`src/rtl/hazard_stall_ctrl.sv`:
```
// Pipeline run-control and hazard-stall scheduler for the 5-stage MIPS core.
// Decides each cycle whether the PC and pipeline registers advance, hold or
// flush. A small run-state FSM gates the pipeline for free-run and
// single-step debugging. Two counters report advancing and stalled cycles.
module hazard_stall_ctrl #(
  parameter int REG_ADDR = 5,
  parameter int CNT_W    = 32
) (
  input  logic                i_clk,
  input  logic                i_reset,
  input  logic                i_run,
  input  logic                i_step,
  input  logic                i_halt_W,
  input  logic [REG_ADDR-1:0] i_instr_rs_D,
  input  logic [REG_ADDR-1:0] i_instr_rt_D,
  input  logic                i_branch_D,
  input  logic                i_jump_reg_D,
  input  logic                i_pc_src_D,
  input  logic [REG_ADDR-1:0] i_write_reg_E,
  input  logic                i_reg_write_E,
  input  logic                i_mem_to_reg_E,
  input  logic [REG_ADDR-1:0] i_write_reg_M,
  input  logic                i_mem_to_reg_M,
  output logic                o_pc_en,
  output logic                o_if_id_en,
  output logic                o_flush_D,
  output logic                o_flush_E,
  output logic                o_pipe_en,
  output logic [1:0]          o_state,
  output logic                o_halted,
  output logic [CNT_W-1:0]    o_cycle_cnt,
  output logic [CNT_W-1:0]    o_stall_cnt
);

  typedef enum logic [1:0] {
    ST_IDLE = 2'b00,
    ST_RUN  = 2'b01,
    ST_STEP = 2'b10,
    ST_HALT = 2'b11
  } run_state_t;

  localparam logic [CNT_W-1:0] CNT_ONE = CNT_W'(1);

  run_state_t       state;
  logic [CNT_W-1:0] cycle_cnt;
  logic [CNT_W-1:0] stall_cnt;

  logic adv;
  logic lw_stall;
  logic br_stall;
  logic jr_stall;
  logic stall;
  logic rs_rt_hit_E;
  logic rs_rt_hit_M;
  logic rs_hit_E;
  logic rs_hit_M;

  // Register 0 is hard-wired to zero, so a write to it never creates a hazard.
  function automatic logic hits_rs_rt(
    input logic [REG_ADDR-1:0] dst,
    input logic [REG_ADDR-1:0] rs,
    input logic [REG_ADDR-1:0] rt
  );
    return (dst != '0) && ((dst == rs) || (dst == rt));
  endfunction

  // JR/JALR only read rs, so rt must not cause a false stall for them.
  function automatic logic hits_rs(
    input logic [REG_ADDR-1:0] dst,
    input logic [REG_ADDR-1:0] rs
  );
    return (dst != '0) && (dst == rs);
  endfunction

  // Hazard detection: compares the ID source operands against the EX and MEM
  // destinations. A branch after a load stalls twice, first via EX then via MEM.
  always_comb begin
    rs_rt_hit_E = hits_rs_rt(i_write_reg_E, i_instr_rs_D, i_instr_rt_D);
    rs_rt_hit_M = hits_rs_rt(i_write_reg_M, i_instr_rs_D, i_instr_rt_D);
    rs_hit_E    = hits_rs(i_write_reg_E, i_instr_rs_D);
    rs_hit_M    = hits_rs(i_write_reg_M, i_instr_rs_D);

    lw_stall = i_mem_to_reg_E & i_reg_write_E & rs_rt_hit_E;
    br_stall = i_branch_D &
               ((i_reg_write_E & rs_rt_hit_E) | (i_mem_to_reg_M & rs_rt_hit_M));
    jr_stall = i_jump_reg_D &
               ((i_reg_write_E & rs_hit_E) | (i_mem_to_reg_M & rs_hit_M));
    stall    = lw_stall | br_stall | jr_stall;
  end

  // The pipeline only moves in RUN or STEP, and freezes with HALT sitting in WB.
  always_comb begin
    adv = ((state == ST_RUN) || (state == ST_STEP)) && !i_halt_W;
  end

  // Enables and flushes are zero-latency so they act on the coming edge. While
  // stalling the branch operands are stale, so pc_src must not flush IF/ID.
  always_comb begin
    o_pc_en    = 1'b0;
    o_if_id_en = 1'b0;
    o_flush_D  = 1'b0;
    o_flush_E  = 1'b0;
    o_pipe_en  = 1'b0;
    if (adv) begin
      o_pipe_en = 1'b1;
      if (stall) begin
        o_flush_E = 1'b1;
      end else begin
        o_pc_en    = 1'b1;
        o_if_id_en = 1'b1;
        o_flush_D  = i_pc_src_D;
      end
    end
  end

  // Run-state FSM: step beats run in IDLE, halt beats everything but reset,
  // and HALT is sticky until reset.
  always_ff @(posedge i_clk) begin
    if (i_reset) begin
      state <= ST_IDLE;
    end else begin
      case (state)
        ST_IDLE: begin
          if (i_step) begin
            state <= ST_STEP;
          end else if (i_run) begin
            state <= ST_RUN;
          end
        end
        ST_RUN: begin
          if (i_halt_W) begin
            state <= ST_HALT;
          end else if (!i_run) begin
            state <= ST_IDLE;
          end
        end
        ST_STEP: begin
          if (i_halt_W) begin
            state <= ST_HALT;
          end else begin
            state <= ST_IDLE;
          end
        end
        ST_HALT: begin
          state <= ST_HALT;
        end
        default: begin
          state <= ST_IDLE;
        end
      endcase
    end
  end

  // Performance counters: count advancing cycles and the stalled subset, both
  // wrapping naturally at the counter width.
  always_ff @(posedge i_clk) begin
    if (i_reset) begin
      cycle_cnt <= '0;
      stall_cnt <= '0;
    end else if (adv) begin
      cycle_cnt <= cycle_cnt + CNT_ONE;
      if (stall) begin
        stall_cnt <= stall_cnt + CNT_ONE;
      end
    end
  end

  assign o_state     = state;
  assign o_halted    = (state == ST_HALT);
  assign o_cycle_cnt = cycle_cnt;
  assign o_stall_cnt = stall_cnt;

endmodule

```
`config.mk`:
```
export PLATFORM = sky130hd
export DESIGN_NAME = hazard_stall_ctrl
export DESIGN_NICKNAME = d
export VERILOG_FILES = /design/src/rtl/hazard_stall_ctrl.sv
export SDC_FILE = /design/constraint.sdc
export NUM_CORES = 1
export LEC_CHECK = 0
export BUFFER_PORTS_ARGS = -buffer_cell sky130_fd_sc_hd__buf_2
export CORE_AREA = 2 2 88 90
export CTS_BUF_LIST = sky130_fd_sc_hd__clkbuf_8 sky130_fd_sc_hd__clkbuf_16
export DETAILED_ROUTE_END_ITERATION = 6
export DIE_AREA = 0 0 90 92
export GPL_TIMING_DRIVEN = 0
export PLACE_DENSITY = 0.75
export SYNTH_ARGS = -nofsm -noshare
export SYNTH_HDL_FRONTEND = slang
export SYNTH_SLANG_ARGS = --single-unit
```
`constraint.sdc`:
```
create_clock -name i_clk -period 2.61 [get_ports i_clk]
set_input_delay 0.1305 -clock i_clk [delete_from_list [all_inputs] [get_ports i_clk]]
set_output_delay 0.1305 -clock i_clk [all_outputs]
set_load 0.1 [all_outputs]
```
---- Yosys cells after proc, flatten, opt, wreduce, memory -nomap -nowiden ----
Index checks and enable logic that the tools add are counted.
W data, S select, Z words.
cells by class
  add/sub/neg operators ................... 2
  eq/ne operators ......................... 9
  muxes and demuxes ....................... 13
  bitwise operators ....................... 12
  reductions and logical operators ........ 14
operator list
  cell                     number
  $add A32 B1 Y32 const B  2
  $eq A5 B5 Y1             4
  $mux W2                  5
  $reduce_bool A5 Y1       2
  $and A1 B1 Y1            8
  $pmux W2 S4              1
  $mux W1                  7
  $ne A3 B3 Y1 const B     2
  $logic_and A1 B1 Y1      5
  $eq A2 B2 Y1 const B     2
  $or A1 B1 Y1             4
  $reduce_and A2 Y1        2
  $logic_or A1 B1 Y1       3
  $eq A2 B1 Y1 const B     1
  $logic_not A2 Y1         1
  $logic_not A1 Y1         1
word-level totals
  bits in registers ....................... 66
  input bits .............................. 31
  logic and storage cells ................. 53

---- Logic depth before layout (Yosys ltp) ----
Gate-level depths: netlist of the first run.
  word-level depth ........................ 10
  mapped depth ............................ 10

---- Least setup slack after synthesis of the first run ----
OpenSTA, ideal clock, no wires.
  kind .................................... register to output
  from .................................... reg state[1], in the netlist o_state[1]
  to ...................................... out o_flush_D
  arrival time ............................ 4.922 ns
  setup slack ............................. -2.443 ns
  stages on the path, launching flop included .. 7
  buffers on the path ..................... 1
  path through ............................ dfxtp_1 -> inv_1 -> ha_1 -> nand2_1 -> buf_2 -> nor3_1 -> and2_1
between the ends
  longest elaborated chain between the ends .. 4
  elaborated cells on any way between the ends .. 5
  classes of those cells .................. eq/ne (2); mux (1); reduce/logical (2)
RTL lines
  item                                                 RTL line  RTL
  from (decl)                                          44        run_state_t state;
  from (signal assigned)                               120       state <= ST_IDLE;
  from (signal assigned)                               125       state <= ST_STEP;
  from (signal assigned)                               127       state <= ST_RUN;
  $eq A2 B1 Y1 / $eq A2 B2 Y1 (equally long branches)  93        adv = ((state == ST_RUN) || (state == ST_STEP)) && !i_halt_W;
  $logic_or A1 B1 Y1 (*)                               93
  $logic_and A1 B1 Y1 (*)                              93
  $mux W1 (*)                                          104       if (adv) begin
  to (decl)                                            26        output logic o_flush_D,
Every way passes the cells marked *; elsewhere a longest branch is shown, timed or not.

---- Worst setup path in the final report of the first run ----
  from .................................... reg state[0], in the netlist o_state[0]
  to ...................................... reg stall_cnt[29], in the netlist o_stall_cnt[29]
between the ends
  longest elaborated chain between the ends .. 4
  elaborated cells on any way between the ends .. 5
  classes of those cells .................. eq/ne (2); reduce/logical (3)
RTL lines
  item                                                 RTL line  RTL
  $eq A2 B1 Y1 / $eq A2 B2 Y1 (equally long branches)  93
  $logic_or A1 B1 Y1 (*)                               93
  $logic_and A1 B1 Y1 (*)                              93
  $reduce_and A2 Y1 (no source line) (*)               n/a
  to (signal assigned)                                 163       stall_cnt <= stall_cnt + CNT_ONE;
  to (decl)                                            46        logic [CNT_W-1:0] stall_cnt;
Marks and branches as above.
A chain may end at the register's enable or synchronous reset.

==> impl_metrics.csv, run 1 <==
group,metric,value,unit
detailed_routing,routed_via_density,5.59,
detailed_routing,detail-route-antenna-nets,0,
floorplanning,die_area,8280,um^2
global_routing,grt_pass1_vias,3601,
timing,fmax,0.416,GHz
final_layout,seq_area,1350,um^2
global_routing,track_usage,0.241,
final_layout,layout_commonest_cell,"buf_2",
timing,finClkSkew,0.00927,ns
placed_design,dp_slack,0.0427,ns
setup_path,rr_endpoint,"o_stall_cnt[29]",
synthesis,syn-num-nets,489,
flow_run,maxCapViolations,0,
setup_path,crit_fanout,10,
final_layout,drive_gt1_frac,0.315,
final_layout,final_util,0.643,
floorplanning,initial_core_util,0.511,
placed_design,place.gp.congestion,0.859,
global_routing,grt_overflow,0,
detailed_routing,drt-wirelength-per-cell,14.7,um
power_and_ir_drop,power_leakage,2.07,nW
setup_path,arrival,2.64,ns
timing,finalHoldWorstSlack,0.168,ns
floorplanning,core,7450,um^2
power_and_ir_drop,p_per_area,623,nW/um^2
floorplanning,num_rows,32,
placed_design,dp_hpwl,7310,um
clock_network,insertion_delay,0.35,ns
setup_path,cp_slowest_cell,"dfxtp_4",
clock_network,clockRootBuffer,"clkbuf_8",
setup_path,crit_buf_inv,3,
clock_network,cts_htree_levels,3,
setup_path,r2r_slack,0.20,ns
global_routing,grt_pass1_wl,16400,um
synthesis,synth_cell_types,47,
setup_path,cp-end-kind,"flop",
detailed_routing,drtIter0Drc,170,
hold_path,hp-start,"i_step",
synthesis,synth_top_area_frac,0.347,
synthesis,synth.cell_area,3810,um^2
clock_network,cts_made_buffers,9,
hold_path,hold_end,"o_state[0]",
setup_path,r2r_cells,9,
setup_path,cp_common_cell,"inv_1",
power_and_ir_drop,peakVddDrop,413,uV
timing,max_slew_margin,0.580,
detailed_routing,finalWirelength,9900,um
setup_path,worstReg2RegStart,"o_state[0]",
floorplanning,die_y,92,um
hold_path,hold_path_depth,4,
final_layout,multi_input_area,2370,um^2
setup_path,cpPeakStageDelay,0.37,ns
final_layout,area_delta_synth_final,25.9,%
timing,hold_violations,0,
outcome,outcome,"completed",
clock_network,clockBufferDepth,2,
global_routing,grt_max_degree,13,
floorplanning,die_w,90,um
placed_design,portBuffers,101,
timing,tightest_slew,0.614,ns
global_routing,antenna_found_initial,0,
synthesis,synth-seq-cells,66,
timing,slew_violations,0,
synthesis,yosysSeqAreaShare,0.347,
timing,finalSetupViolations,0,
timing,finalCritPeriodShare,0.922,
timing,layout_min_cycle_time,2.41,ns
hold_path,hold_path.class,"input pin to flop",
clock_network,cts_tree,"done",
synthesis,synth_cells,452,
detailed_routing,drc,0,
synthesis,ys_async_sr_fraction,0,
setup_path,critical_path.cell_chain,"inv_1 > ha_1 > nand2_2 > inv_1 > and3_2 > nand3_1 > buf_4 > a31oi_1 > mux2_1",
synthesis,ys_top_cells_by_area,"dfxtp_1 35%, nor2_1 7.2%, xnor2_1 6.0%",
setup_path,start_kind,"flop",
synthesis,avgSynthCellArea,8.42,um^2
setup_path,critPathKind,"flop to flop",
timing,setup_slack,0.204,ns
setup_path,critical_path_required,2.85,ns
final_layout,final_cell_mix,"104 x buf_2, 73 x nor2_1, 48 x dfxtp_1",
synthesis,post-synth-top-area-cell,"dfxtp_1",
synthesis,yosysWarnings,0,
floorplanning,ios,103,
detailed_routing,drt_first_pass_iters,4,
final_layout,nets,603,
detailed_routing,vias,3760,
clock_network,clk_pin_slew,0.07,ns
synthesis,synth_ff_type,"dfxtp_1",
synthesis,synth_edf_count,0,
clock_network,clock_sinks,66,
timing,rsz0062_at_grt,"false",
final_layout,diodes,0,
final_layout,nFillCells,677,
setup_path,cp_top_family,"simple AND/OR/NAND/NOR gates",
==> worst max-delay path by stage <==
| stage | startpoint | end | slack [ns] | cells after the start |
|---|---|---|---|---|
| 6_report | o_state[0] | o_stall_cnt[29] | 0.20 | 9 |
| 5_1_grt | o_stall_cnt[4] | o_stall_cnt[16] | 0.003 | 7 |
| 4_1_cts | o_state[0] | o_cycle_cnt[31] | 0.03 | 10 |
| 3_5_place_dp | o_state[0] | o_cycle_cnt[31] | 0.04 | 10 |
| 3_3_place_gp | o_state[0] | o_cycle_cnt[31] | 0.10 | 10 |
| 2_1_floorplan | i_write_reg_M[1] | o_flush_D | -0.04 | 6 |
==> report_power, final <==
part	switching (W)	internal, W	leakage [nW]
Combinational	0.000617	0.000196	1.39
Sequential	0.0000274	0.00104	0.541
Clock	0.000414	0.000694	0.133
==> cell families (layout without fill, tap and decap cells) <==
family / Yosys count / in the layout / synth area share
buffers and inverters: 34 / 153 / 0.0424
XOR/XNOR: 49 / 49 / 0.113
multiplexers: 32 / 32 / 0.0940
AO/OA/AOI/OAI: 54 / 54 / 0.100
adder cells (fa/ha/maj): 6 / 6 / 0.0197
flip-flops: 66 / 66 / 0.347
AND/OR/NAND/NOR: 211 / 211 / 0.284
==> Yosys cell counts (2+ instances only) <==
| library cell | n |
|---|---|
| xor2_1 | 23 |
| mux2i_1 | 2 |
| nand4_1 | 21 |
| nor2_1 | 73 |
| o21ai_0 | 2 |
| xnor2_1 | 26 |
| inv_1 | 11 |
| a21oi_1 | 8 |
| mux2_2 | 20 |
| nand2_1 | 19 |
| buf_2 | 3 |
| nand3_1 | 35 |
| and2_1 | 3 |
| nor2b_1 | 27 |
| nor3_2 | 2 |
| o21ai_1 | 2 |
| clkbuf_1 | 13 |
| buf_6 | 2 |
| a31oi_1 | 18 |
| a211oi_1 | 10 |
| and3_1 | 11 |
| o22ai_1 | 2 |
| or3_1 | 2 |
| or4_1 | 2 |
| buf_4 | 4 |
| o211ai_1 | 2 |
| dfxtp_1 | 66 |
| and4_1 | 5 |
| ha_1 | 6 |
| mux2_1 | 10 |
| nor3_1 | 6 |
==> registers in the layout, summed over array words and instances, names as in the netlist <==
name and count:
o_cycle_cnt 32, o_state 2, o_stall_cnt 32
==> final cells by class <==
class / instances / share of cell area
Inverter: 11 / 0.00862
Multi-Input combinational cell: 352 / 0.494
Clock buffer: 10 / 0.0311
Timing Repair Buffer: 103 / 0.109
Sequential cell: 66 / 0.281
Clock inverter: 6 / 0.0232
Buffer: 23 / 0.0266
Tap cell: 102 / 0.0266
==> metrics by stage <==
stage                     cell area [um^2]  instances  setup TNS [ns]  power [W]
after floorplan                       3870        452         -0.0463    0.00174
after global placement                4500        655               0    0.00188
after detailed placement              4500        655               0    0.00190
after CTS                             4760        671               0    0.00300
after global routing                  4790        673               0    0.00310
final                                 4790        673               0    0.00299
==> per-layer routing <==
| layer | track usage | vias to the layer above | wire, um | share of wire |
|---|---|---|---|---|
| met5 | 0 | - | 0 | 0 |
| met2 | 0.430 | 133 | 5000 | 0.50 |
| li1 | - | 1820 | - | - |
| met3 | 0.0674 | 16 | 720 | 0.073 |
| met4 | 0.0782 | 0 | 141 | 0.014 |
| met1 | 0.280 | 1791 | 4040 | 0.41 |
==> worst reg2reg max path, cell delays in order, from the launching register on <==
cell and delay [ns]:
dfxtp_4 0.37, inv_1 0.06, ha_1 0.34, nand2_2 0.14, inv_1 0.12, and3_2 0.26
nand3_1 0.20, buf_4 0.25, a31oi_1 0.23, mux2_1 0.34
==> repair_timing <==
action	CTS	global route
gates resized for setup	0	4
hold buffers	0	0
setup endpoints to repair	0	17
setup buffers	0	2
Note: power is estimated with default switching activity, not from simulation.
==> run 2, diff against run 1 <==
Settings changed: CORE_AREA 2 2 88 90 to 2 2 95 97, DIE_AREA 0 0 90 92 to 0 0 97 99, PLACE_DENSITY 0.75 to 0.65.
==> run 2 against run 1 <==
  * Sequential power is essentially flat
  * Maximum frequency decreased by 1.5%
  * Clock power is 12% lower
  * Cell count rose by 0.59%
  * Utilization fell by 8.6 points
  * Flip-flop and latch count is the same
  * Non-clock buffer count is 2 lower
  * Critical path depth grew 1
  * Global-route usage shrank 3.1 points
  * Worst setup slack got worse by 0.037 ns
  * Critical endpoint is now o_cycle_cnt[31]
==> impl_metrics.csv, run 2 (synthesis gave the netlist of run 1 again) <==
group,metric,value,unit
floorplanning,die_w,97,um
timing,finClkSkew,0.0140,ns
timing,setup_tns,0,ns
hold_path,hold_end,"o_state[0]",
placed_design,dp_slack,0.0664,ns
floorplanning,die_area,9600,um^2
final_layout,multi_input_area,2380,um^2
placed_design,portBuffers,101,
timing,finalCritPeriodShare,0.936,
detailed_routing,drtIter0Drc,156,
setup_path,worstReg2RegStart,"o_state[1]",
floorplanning,core,8550,um^2
final_layout,drive_gt1_frac,0.320,
clock_network,clock_sinks,66,
final_layout,nFillCells,834,
detailed_routing,drt_first_pass_iters,5,
clock_network,cts_made_buffers,9,
clock_network,clockBufferDepth,2,
timing,finalSetupViolations,0,
detailed_routing,vias,3666,
setup_path,critPathKind,"flop to flop",
detailed_routing,route.layer.met1.wl,4490,um
global_routing,track_usage,0.210,
detailed_routing,route.top_layer_used,"met4",
global_routing,antenna_found_initial,0,
timing,layout_min_cycle_time,2.44,ns
detailed_routing,drc,0,
global_routing,grt_pass1_vias,3493,
setup_path,crit_buf_inv,3,
detailed_routing,route.met3.wl,442,um
power_and_ir_drop,p_per_area,599,nW/um^2
setup_path,start_kind,"flop",
final_layout,diodes,0,
final_layout,seq_area,1350,um^2
power_and_ir_drop,peakVddDrop,280,uV
detailed_routing,finalWirelength,9960,um
clock_network,cts_htree_levels,3,
floorplanning,initial_core_util,0.445,
timing,max_slew_margin,0.647,
setup_path,arrival,2.67,ns
timing,slew_violations,0,
final_layout,final_cell_mix,"103 x buf_2, 73 x nor2_1, 48 x dfxtp_1",
detailed_routing,routed_via_density,5.42,
final_layout,nets,601,
floorplanning,die_y,99,um
power_and_ir_drop,power_leakage,2.04,nW
timing,setup_slack,0.167,ns
placed_design,place.gp.congestion,0.874,
hold_path,hp-start,"i_step",
flow_run,maxCapViolations,0,
detailed_routing,detail-route-antenna-nets,0,
hold_path,hold_path.class,"input pin to flop",
hold_path,hold_path_depth,4,
global_routing,grt_max_degree,14,
setup_path,rr_endpoint,"o_cycle_cnt[31]",
global_routing,grt_pass1_wl,16600,um
global_routing,grt_overflow,0,
setup_path,cpPeakStageDelay,0.44,ns
setup_path,critical_path.cell_chain,"inv_1 > ha_1 > nand2_2 > inv_1 > buf_8 > nand4_1 > nor4_4 > nand4_1 > xor2_1 > nor2_1",
clock_network,clockRootBuffer,"clkbuf_8",
setup_path,cp-end-kind,"flop",
outcome,outcome,"completed",
final_layout,layout_commonest_cell,"buf_2",
detailed_routing,wl_met2,4880,um
setup_path,r2r_slack,0.17,ns
final_layout,area_delta_synth_final,25.2,%
floorplanning,num_rows,34,
detailed_routing,drt-wirelength-per-cell,14.7,um
setup_path,cp_slowest_cell,"nor4_4",
final_layout,final_util,0.558,
setup_path,critical_path_required,2.83,ns
power_and_ir_drop,p_total,0.00286,W
floorplanning,ios,103,
setup_path,cp_top_family,"simple AND/OR/NAND/NOR gates",
timing,tightest_slew,0.527,ns
clock_network,insertion_delay,0.35,ns
placed_design,dp_hpwl,7430,um
timing,hold_violations,0,
clock_network,cts_tree,"done",
setup_path,r2r_cells,10,
setup_path,crit_fanout,10,
clock_network,clk_pin_slew,0.08,ns
timing,fmax,0.409,GHz
==> run 2: worst max-delay path by stage <==
stage                     startpoint               to  cells after the start
finish                    o_state[1]  o_cycle_cnt[31]                     10
global route              o_state[1]  o_cycle_cnt[31]                     10
CTS                       o_state[1]  o_cycle_cnt[31]                     10
detailed placement        o_state[1]  o_cycle_cnt[31]                     10
global placement          o_state[1]  o_cycle_cnt[31]                     10
floorplan           i_write_reg_M[1]        o_flush_D                      6
==> run 2: cell type report <==
type,count,share of cell area
inverter,11,0.00866
clock buffer,9,0.0260
clock inverter,7,0.0213
sequential,66,0.283
tap,108,0.0283
multi-input combinational,352,0.499
buffer,23,0.0273
timing repair buffer,101,0.106
==> run 2: report_power, final <==
group	internal [W]	switching (W)	total [W]
Clock	0.000548	0.000434	0.000982
Sequential	0.00104	0.0000278	0.00107
Combinational	0.000194	0.000614	0.000808
Total	0.00178	0.00108	0.00286
==> run 2: metrics by stage <==
| step | hold WS (ns) | instances | instance area, um^2 |
|---|---|---|---|
| 2_1_floorplan | 0.373 | 452 | 3870 |
| 3_3_place_gp | 0.470 | 661 | 4510 |
| 3_5_place_dp | 0.472 | 661 | 4510 |
| 4_1_cts | 0.205 | 677 | 4730 |
| 5_1_grt | 0.207 | 677 | 4770 |
| 6_report | 0.209 | 677 | 4770 |
==> run 2: what timing repair did <==
| item | 4_1_cts | 5_1_grt |
|---|---|---|
| hold buffers | 0 | 0 |
| setup buffers | 0 | 0 |
| resized for setup | 0 | 8 |
| setup endpoints to repair | 0 | 18 |
==> run 2: worst register-to-register path: stages (launching register included) <==
cell,delay [ns]
dfxtp_4,0.36
inv_1,0.07
ha_1,0.32
nand2_2,0.13
inv_1,0.12
buf_8,0.14
nand4_1,0.39
nor4_4,0.44
nand4_1,0.16
xor2_1,0.15
nor2_1,0.05
==> run 2: per-layer routing <==
metal | vias to the layer above | GRT usage
li1 | 1823 | -
met1 | 1744 | 0.259
met2 | 85 | 0.368
met3 | 14 | 0.0454
met4 | 0 | 0.0661
met5 | - | 0
==> run 3, diff against run 2 <==
Settings changed: ABC_AREA set to 1, CORE_AREA 2 2 95 97 to 2 2 100 102, DIE_AREA 0 0 97 99 to 0 0 102 104, PLACE_DENSITY 0.65 to 0.64.
==> run 3 against run 2 <==
  * Non-clock buffer count shrank 6
  * Highest routed layer unchanged
  * Clock skew fell by 0.0019 ns
  * Largest cell class unchanged
  * Sequential share of layout area down 2.5 points
  * Critical path depth down 3
  * Worst hold slack got worse by 0.15 ns
  * Via count increased by 22%
  * Die area grew 10%
==> impl_metrics.csv, run 3 <==
group,metric,value,unit
clock_network,hold_buffers,0,
clock_network,cts_tree,"done",
clock_network,clk_pin_slew,0.08,ns
final_layout,final_util,0.537,
clock_network,clock_sinks,66,
detailed_routing,vias,4462,
detailed_routing,finalWirelength,11100,um
floorplanning,die_y,104,um
power_and_ir_drop,sw_frac_of_total,0.390,
placed_design,dp_hpwl,8520,um
flow_run,maxCapViolations,0,
timing,fmax,0.408,GHz
clock_network,insertion_delay,0.34,ns
power_and_ir_drop,peakVddDrop,482,uV
setup_path,crit_fanout,10,
timing,finalHoldWorstSlack,0.0636,ns
clock_network,cts_made_buffers,9,
setup_path,cpPeakStageDelay,0.53,ns
final_layout,diodes,0,
timing,finClkSkew,0.0122,ns
power_and_ir_drop,power_frac_comb,0.308,
global_routing,antenna_found_initial,0,
synthesis,synth_cells,657,
detailed_routing,detail-route-antenna-nets,0,
setup_path,arrival,2.32,ns
power_and_ir_drop,power_leakage,2.40,nW
timing,setup_tns,0,ns
synthesis,synth_ff_type,"dfxtp_1",
final_layout,nets,807,
setup_path,crit_buf_inv,4,
setup_path,cp_slowest_cell,"clkbuf_1",
final_layout,final_cell_mix,"157 x nand2_1, 105 x buf_2, 100 x nor2_1",
timing,tightest_slew,0.651,ns
setup_path,critical_path.cell_chain,"inv_1 > ha_1 > nand2_4 > clkbuf_1 > nor2_4 > buf_4 > buf_2",
global_routing,grt_overflow,0,
global_routing,grt_pass1_vias,4114,
final_layout,design_area,5130,um^2
timing,max_slew_margin,0.566,
synthesis,post-synth-top-area-cell,"dfxtp_1",
placed_design,place.gp.congestion,0.841,
global_routing,track_usage,0.215,
global_routing,grt_pass1_wl,18800,um
setup_path,critPathKind,"flop to output pin",
final_layout,area_delta_synth_final,22.7,%
placed_design,placed_cell_area,4880,um^2
detailed_routing,drtIter0Drc,114,
synthesis,yosysWarnings,0,
clock_network,cts_htree_levels,3,
timing,hold_violations,0,
synthesis,ys_async_sr_fraction,0,
synthesis,synth_edf_count,0,
synthesis,avgSynthCellArea,6.36,um^2
floorplanning,die_w,102,um
power_and_ir_drop,p_per_area,609,nW/um^2
detailed_routing,drt-wirelength-per-cell,12.3,um
timing,finalSetupViolations,0,
timing,layout_min_cycle_time,2.45,ns
timing,slew_violations,0,
final_layout,layout_commonest_cell,"nand2_1",
floorplanning,core,9550,um^2
setup_path,cp_top_family,"buffers and inverters",
outcome,outcome,"completed",
floorplanning,num_rows,36,
setup_path,critical_path_required,2.48,ns
power_and_ir_drop,p_sw,0.00122,W
final_layout,drive_gt1_frac,0.223,
detailed_routing,routed_via_density,4.91,
synthesis,yosysMostFrequentCell,"nand2_1",
synthesis,syn-num-nets,694,
setup_path,cp-end-kind,"output pin",
floorplanning,ios,103,
clock_network,clockBufferDepth,2,
synthesis,synth.top_cells.by_count,"157 x nand2_1, 101 x nor2_1, 78 x inv_1",
synthesis,yosysSeqAreaShare,0.316,
clock_network,post_cts_buffers,0,
detailed_routing,drc,0,
synthesis,synth_cell_types,44,
power_and_ir_drop,power_frac_clock,0.348,
clock_network,clockRootBuffer,"clkbuf_8",
placed_design,portBuffers,102,
timing,finalCritPeriodShare,0.940,
final_layout,nFillCells,1011,
synthesis,synth.cell_area,4180,um^2
floorplanning,die_area,10600,um^2
timing,rsz0062_at_grt,"false",
synthesis,synth-seq-cells,66,
power_and_ir_drop,p_int,0.00190,W
synthesis,ys_top_cells_by_area,"dfxtp_1 32%, nand2_1 14%, nor2_1 9.1%",
detailed_routing,drt_first_pass_iters,4,
setup_path,start_kind,"flop",
floorplanning,initial_core_util,0.438,
hold_path,hold_path.class,"input pin to flop",
synthesis,synth_top_area_frac,0.316,
final_layout,multi_input_area,2420,um^2
final_layout,seq_area,1320,um^2
clock_network,cts_resized,0,
power_and_ir_drop,seqPwrFrac,0.345,
global_routing,grt_max_degree,13,
## run 3: cell types whose count changed in the layout (fill, tap and decap cells not counted), moves of 16 or more
| cell | before | now |
|---|---|---|
| a21oi_1 | 7 | 44 |
| a31oi_1 | 18 | 1 |
| dfxtp_1 | 48 | 64 |
| inv_1 | 11 | 78 |
| mux2_2 | 20 | 0 |
| nand2_1 | 18 | 157 |
| nand3_1 | 34 | 66 |
| nor2_1 | 73 | 100 |
| nor2b_1 | 27 | 1 |
| nor3_1 | 2 | 18 |
| o21ai_0 | 2 | 21 |
| xnor2_1 | 26 | 8 |
| xor2_1 | 23 | 3 |
## run 3: per-stage QoR
stage | worst slack [ns] | total power (W) | instances
floorplan | 0.0223 | 0.00187 | 657
finish | 0.157 | 0.00312 | 908
global route | 0.0330 | 0.00326 | 908
CTS | 0.122 | 0.00315 | 908
global placement | 0.335 | 0.00205 | 892
detailed placement | 0.280 | 0.00206 | 892
## run 3: cells by family (layout without fill, tap and decap cells)
group           count (synthesis)  after routing  share of synthesized area
flops                          66             66                      0.316
xor+xnor                       11             11                     0.0230
simple gates                  385            385                      0.419
buf+inv                       104            222                      0.108
fa+ha+maj                       6              6                     0.0180
compound gates                 85             85                      0.116
## run 3: metal layers
metal,vias to the layer above,global-route usage,routed length (um)
li1,2343,-,-
met1,2029,0.286,5200
met2,82,0.359,5380
met3,8,0.0477,479
met4,0,0.0419,70
met5,-,0,0
## run 3: area by class of cell
class | instances | share of cell area
tap | 133 | 0.0324
multi-input combinational | 487 | 0.473
buffer | 16 | 0.0237
inverter | 88 | 0.0646
timing repair buffer | 102 | 0.0995
clock buffer | 10 | 0.0268
sequential | 66 | 0.258
clock inverter | 6 | 0.0222
## run 3: worst paths after layout
path              slack (ns)  cells after the start       start              end
setup / recovery        0.16                      7  o_state[0]          o_pc_en
hold / removal          0.06                      2     i_reset  o_cycle_cnt[17]
setup reg to reg        0.24                     11  o_state[0]  o_cycle_cnt[26]
hold reg to reg         0.50                      2  o_state[1]       o_state[1]
## run 3: power groups by stage
stage | clock network (W) | logic [W] | registers, W
4_1_cts | 0.00111 | 0.000966 | 0.00108
6_report | 0.00109 | 0.000961 | 0.00108
3_5_place_dp | 0 | 0.000963 | 0.00110
5_1_grt | 0.00115 | 0.00103 | 0.00108
2_1_floorplan | 0 | 0.000564 | 0.00130
3_3_place_gp | 0 | 0.000953 | 0.00110
